--- config.mk ---
export PLATFORM = sky130hd
export DESIGN_NAME = jalr_exec_unit
export DESIGN_NICKNAME = d
export VERILOG_FILES = /design/src/rtl/jalr_exec_unit_pkg.sv /design/src/rtl/jalr_exec_unit_target_calc.sv /design/src/rtl/jalr_exec_unit.sv
export SDC_FILE = /design/constraint.sdc
export NUM_CORES = 1
export LEC_CHECK = 0
export ABC_CLOCK_PERIOD_IN_PS = 1880
export CORE_MARGIN = 2
export CORE_UTILIZATION = 44
export CTS_CLUSTER_DIAMETER = 80
export DETAILED_ROUTE_END_ITERATION = 8
export GPL_TIMING_DRIVEN = 0
export PLACE_DENSITY_LB_ADDON = 0.15
export SLEW_MARGIN = 20
export SYNTH_ARGS = -nofsm -noshare
export SYNTH_HDL_FRONTEND = slang
export SYNTH_SLANG_ARGS = --single-unit
--- constraint.sdc ---
create_clock -name clk -period 1.88 [get_ports clk]
set_clock_uncertainty 0.15 [all_clocks]
set_input_delay 0.376 -clock clk [delete_from_list [all_inputs] [get_ports clk]]
set_output_delay 0.376 -clock clk [all_outputs]
set_load 0.02 [all_outputs]
--- src/rtl/jalr_exec_unit_pkg.sv ---
// Shared definitions for the JALR execute unit:
// instruction IDs, exception causes and FSM state encodings.
package jalr_exec_unit_pkg;

  localparam int INST_ID_LEN = 4;

  localparam logic [INST_ID_LEN-1:0] NONE_ID = 4'd0;
  localparam logic [INST_ID_LEN-1:0] JALR_ID = 4'd9;

  localparam logic On  = 1'b1;
  localparam logic Off = 1'b0;

  localparam logic [3:0] EXC_INSTR_MISALIGN = 4'd0;
  localparam logic [3:0] EXC_INSTR_FAULT    = 4'd1;
  localparam logic [3:0] EXC_ILLEGAL_INSTR  = 4'd2;

  typedef enum logic [1:0] {
    ST_IDLE  = 2'd0,
    ST_REDIR = 2'd1,
    ST_WB    = 2'd2,
    ST_EXC   = 2'd3
  } jalr_state_e;

  function automatic logic is_jalr(
    input logic [INST_ID_LEN-1:0] id
  );
    return (id == JALR_ID);
  endfunction

endpackage

--- src/rtl/jalr_exec_unit_target_calc.sv ---
// Combinational JALR target, link and alignment computation.
// Sums wrap modulo 2^XLEN; target bit 0 is always cleared.
module jalr_target_calc
  import jalr_exec_unit_pkg::*;
#(
  parameter int XLEN  = 32,
  parameter bit C_EXT = 1'b0
) (
  input  logic [XLEN-1:0] pc_i,
  input  logic [XLEN-1:0] rs1_i,
  input  logic [XLEN-1:0] imm_i,
  output logic [XLEN-1:0] target_o,
  output logic [XLEN-1:0] link_o,
  output logic            misalign_o
);

  logic [XLEN-1:0] sum;

  assign sum      = rs1_i + imm_i;
  assign target_o = sum & ~XLEN'(1);
  assign link_o   = pc_i + XLEN'(4);

  // Bit 1 is only a legal target bit when compressed code exists.
  assign misalign_o = (C_EXT == Off) && target_o[1];

endmodule

--- src/rtl/jalr_exec_unit.sv ---
// JALR execute unit: redirect, flush, link writeback or
// misaligned-target exception for each accepted JALR.
module jalr_exec_unit
  import jalr_exec_unit_pkg::*;
#(
  parameter int         XLEN           = 32,
  parameter bit         C_EXT          = 1'b0,
  parameter logic [3:0] MISALIGN_CAUSE = EXC_INSTR_MISALIGN
) (
  input  logic                   clk,
  input  logic                   rst_n,
  input  logic                   id_valid,
  input  logic [INST_ID_LEN-1:0] id_instr_id,
  input  logic [XLEN-1:0]        id_pc,
  input  logic [XLEN-1:0]        id_rs1_data,
  input  logic [XLEN-1:0]        id_imm,
  input  logic [4:0]             id_rd,
  output logic                   id_ready,
  output logic                   redir_valid,
  output logic [XLEN-1:0]        redir_pc,
  input  logic                   redir_ready,
  output logic                   flush,
  output logic                   wb_valid,
  output logic [4:0]             wb_rd,
  output logic [XLEN-1:0]        wb_data,
  input  logic                   wb_ready,
  output logic                   exc_valid,
  output logic [3:0]             exc_cause,
  output logic [XLEN-1:0]        exc_tval,
  input  logic                   exc_ack
);

  jalr_state_e     state_q;
  logic [XLEN-1:0] target_q;
  logic [XLEN-1:0] link_q;
  logic [4:0]      rd_q;

  logic [XLEN-1:0] calc_target;
  logic [XLEN-1:0] calc_link;
  logic            calc_misalign;
  logic            accept;
  logic            redir_fire;
  logic            exc_fire;

  jalr_target_calc #(
    .XLEN  (XLEN),
    .C_EXT (C_EXT)
  ) u_calc (
    .pc_i       (id_pc),
    .rs1_i      (id_rs1_data),
    .imm_i      (id_imm),
    .target_o   (calc_target),
    .link_o     (calc_link),
    .misalign_o (calc_misalign)
  );

  assign id_ready    = (state_q == ST_IDLE);
  assign redir_valid = (state_q == ST_REDIR);
  assign wb_valid    = (state_q == ST_WB);
  assign exc_valid   = (state_q == ST_EXC);

  assign accept     = id_valid & id_ready & is_jalr(id_instr_id);
  assign redir_fire = redir_valid & redir_ready;
  assign exc_fire   = exc_valid & exc_ack;

  // Payloads are zero while idle so reset leaves every output low.
  assign redir_pc  = redir_valid ? target_q : '0;
  assign wb_rd     = wb_valid ? rd_q : 5'd0;
  assign wb_data   = wb_valid ? link_q : '0;
  assign exc_tval  = exc_valid ? target_q : '0;
  assign exc_cause = exc_valid ? MISALIGN_CAUSE : 4'd0;
  assign flush     = redir_fire | exc_fire;

  always_ff @(posedge clk or negedge rst_n) begin
    if (!rst_n) begin
      state_q  <= ST_IDLE;
      target_q <= '0;
      link_q   <= '0;
      rd_q     <= 5'd0;
    end else begin
      unique case (state_q)
        ST_IDLE: begin
          if (accept) begin
            target_q <= calc_target;
            link_q   <= calc_link;
            rd_q     <= id_rd;
            state_q  <= calc_misalign ? ST_EXC : ST_REDIR;
          end
        end
        ST_REDIR: begin
          if (redir_ready) begin
            state_q <= (rd_q != 5'd0) ? ST_WB : ST_IDLE;
          end
        end
        ST_WB: begin
          if (wb_ready) begin
            state_q <= ST_IDLE;
          end
        end
        ST_EXC: begin
          if (exc_ack) begin
            state_q <= ST_IDLE;
          end
        end
        default: state_q <= ST_IDLE;
      endcase
    end
  end

endmodule

==> impl_metrics.py <==
metrics = {
    "synthesis": {
        "yosys-top-cells-area": "dfrtp_1 32%, and2_1 8.2%, nand2_1 8.0%, ha_1 7.1%, o21ai_0 5.8%",
        "synthMuxAreaShare_pct": 0.413,
        "synth_top_area_cell": "dfrtp_1",
        "avgSynthCellArea_um2": 8.12,
        "synth_fa_ha_area_share_pct": 7.49,
        "yosys.area.top_type_share_pct": 32.2,
        "synth_seq_cells": 70,
        "synth_top_family_by_area": "simple AND/OR/NAND/NOR gates",
        "netlist_area_mm2": 0.00545,
        "synth-compound-area-share_pct": 18.3,
        "yosys_most_used_dff": "dfrtp_1",
        "ys_seq_area_share_pct": 32.2,
        "async_reset_ff_share_pct": 100,
        "synthSimpleGateAreaFrac_pct": 28.5,
        "syn_inst": 671,
        "ys_types": 59,
        "ys_warn_count": 0,
        "synth_edf_count": 0,
        "synth_xor_area_share_pct": 9.00,
    },
    "cells_and_area": {
        "post-route-cell-area_mm2": 0.0107,
        "diodes": 0,
        "nets": 1135,
        "final_core_util_pct": 89.0,
        "drive_gt1_share_pct": 51.8,
        "syn_to_final_growth_pct": 97.1,
    },
    "routing": {
        "post_drt_wl_per_cell_um": 22.1,
        "firstDrtPassIters": 6,
        "remaining_drc_errors": 0,
        "vias_per_cell": 6.04,
        "postRouteAntennaNets": 0,
        "vias": 7035,
        "drt_wl_total_mm": 25.8,
        "drt-initial-drc-count": 887,
    },
    "sta": {
        "rsz0062_at_grt": "yes",
        "setup_ws_ps": -719,
        "finalCritPeriodShare_pct": 138,
        "finalSetupViolations": 147,
        "timing.final.hold_violations": 0,
        "clock.fmax_mhz": 385,
        "finalCriticalPeriod_ps": 2600,
        "final_max_slew_viol_count": 0,
    },
    "status": {
        "status": "complete, but fails checks",
        "failed_checks": "negative setup slack",
    },
    "global_routing": {
        "grt_pass1_wl_mm": 32.2,
        "grt_util_all_layers_pct": 30.6,
        "grt_max_degree": 50,
        "grt_antenna_before_repair": 0,
        "overflow": 0,
        "grt_pass1_vias": 6557,
    },
    "setup_path": {
        "r2r-start": "state_q[1]",
        "critPathLaunchType": "primary input",
        "slowest_stage": "fa_2",
        "cp.required_ps": 1950,
        "cp_slowest_stage_delay_ps": 380,
        "cp-startpoint": "id_imm[0]",
        "end_kind": "flip-flop",
        "crit_chain": "buf_6, and2_4, fa_2, a21o_1, a221oi_4, o21ai_4, a31o_4, a21oi_4, o21ai_2, a31o_1, a221o_1",
        "crit_type": "in -> reg",
        "arrival_ps": 2670,
        "worst_r2r_path_depth": 7,
        "critPathMaxFanout": 3,
    },
    "pwr": {
        "power.share.sequential_pct": 30.2,
        "p_int_w": 0.00551,
        "power_switching_w": 0.00330,
        "switching_share_pct": 37.4,
        "powerDensity_mw_per_mm2": 821,
        "power_w": 0.00881,
        "comb_power_share_pct": 49.6,
        "power_frac_clock_pct": 20.1,
        "ir_worst_vdd_mv": 0.561,
        "leakage_nw": 4.93,
    },
    "floorplanning": {
        "die_area_mm2": 0.0133,
        "core_mm2": 0.0121,
        "die-height_um": 115,
        "num_rows": 40,
        "num_io_pins": 221,
        "start_util_pct": 45.2,
        "die_w_um": 115,
    },
    "worst_hold_path": {
        "worstHoldPathType": "in -> reg",
        "whs_path_depth": 2,
        "min_from": "id_pc[2]",
    },
    "placement": {
        "io_buffers": 214,
        "placedInstanceArea_mm2": 0.00817,
        "hpwl_mm": 14.1,
        "gp_congestion": 0.893,
    },
    "clocking": {
        "cts_buffers": 9,
        "cts_tree": "yes",
        "htreeDepth": 3,
        "clk_latency_ps": 340,
        "cts_max_path_buffers": 2,
        "cts.sinks": 70,
        "cts_root_buffer": "clkbuf_16",
        "path_clk_slew_ps": 60,
    },
    "job": {
        "drv_cap": 0,
    },
}
[power by group through the flow]
stage | clock network (W) | logic [W] | registers, W
final | 0.00177 | 0.00437 | 0.00267
after global routing | 0.00183 | 0.00461 | 0.00272
after CTS | 0.00174 | 0.00325 | 0.00254
after floorplan | 0 | 0.00161 | 0.00236
after global placement | 0 | 0.00253 | 0.00251
after detailed placement | 0 | 0.00261 | 0.00255
[logic make-up (layout without fill, tap and decap cells)]
| kind of cell | count (synthesis) | count (layout) |
|---|---|---|
| simple gates | 299 | 299 |
| compound gates | 162 | 162 |
| flops | 70 | 70 |
| xor+xnor | 56 | 56 |
| buf+inv | 49 | 370 |
| fa+ha+maj | 32 | 32 |
| mux | 2 | 2 |
| other cells | 1 | 6 |
[cells in the mapped netlist (all sizes together), types with 3 or more instances]
library cell	count
or4	3
nand2	116
nor3	5
nand2b	3
clkbuf	38
ha	31
inv	4
o21ai	69
a21o	20
a31oi	5
and3	41
nor2	22
a21oi	33
dfrtp	70
nor2b	3
a31o	4
o211ai	4
nand4	10
o21bai	5
buf	7
and2	71
and4	3
xor2	32
xnor2	24
a211oi	4
nand3	18
[cell usage in the layout (no fill, tap or decap), types with 15 or more instances in the layout]
master	netlist	final
o21ai_1	2	37
dlygate4sd2_1	0	31
clkdlybuf4s50_1	0	41
dfrtp_1	70	69
o21ai_0	63	21
and2_4	0	71
a21o_1	20	20
xor2_1	32	27
buf_4	6	50
and3_4	1	37
buf_6	0	154
nand2_1	116	110
clkbuf_16	0	15
a21oi_1	32	20
ha_4	0	25
buf_8	0	17
[stage by stage]
step | cells | setup TNS (ps) | worst slack (ps) | hold WS (ps)
after CTS | 1128 | -38210 | -693 | 201
after floorplan | 676 | -9110 | -820 | -69.6
after global routing | 1165 | -40780 | -753 | 173
after detailed placement | 1059 | -111760 | -1490 | 142
after global placement | 1058 | -246830 | -2010 | 300
final | 1165 | -34190 | -719 | 181
[worst max-delay path, delay by kind of cell]
family / cells / cell delay, ps
simple gates: 1 / 150
buf+inv: 1 / 100
fa+ha+maj: 1 / 380
compound gates: 8 / 1650
[final cells by class]
class / instances / area [um^2]
multi-input combinational: 557 / 4820
clock buffer: 13 / 260
clock inverter: 3 / 42.5
inverter: 4 / 15.0
sequential: 70 / 1750
buffer: 35 / 340
fill: 508 / 1330
timing repair buffer: 315 / 3300
tap: 168 / 210
[state kept, by name, indices dropped and copies added (netlist names)]
| register | cells |
|---|---|
| link_q | 32 |
| target_q | 31 |
| rd_q | 5 |
| state_q | 2 |
[worst paths after layout]
kind,slack (ps),endpoint
min in group asynchronous,330,link_q[9]
min,180,link_q[2]
max in group asynchronous,690,state_q[0]
max reg2reg,-90,link_q[15]
max,-720,target_q[30]
min reg2reg,340,link_q[14]
[what timing repair did]
action                                 in CTS  in global routing
cloned                                      4                  7
pin swaps                                  82                 91
setup endpoints to repair                 174                172
endpoints found under the hold margin      21                  0
hold buffers                                1                  0
buffers inserted                           58                 45
resized for setup                         771                380
[per-layer routing]
| layer | wire [um] | up-vias | global-route usage, % | share of wire [%] |
|---|---|---|---|---|
| li1 | - | 2975 | - | - |
| met1 | 8910 | 3396 | 36.0 | 35 |
| met2 | 13200 | 517 | 55.5 | 51 |
| met3 | 2130 | 147 | 3.64 | 8.3 |
| met4 | 1490 | 0 | 14.7 | 5.8 |
| met5 | 0 | - | 0 | 0 |
(Power assumes the default switching activity.)
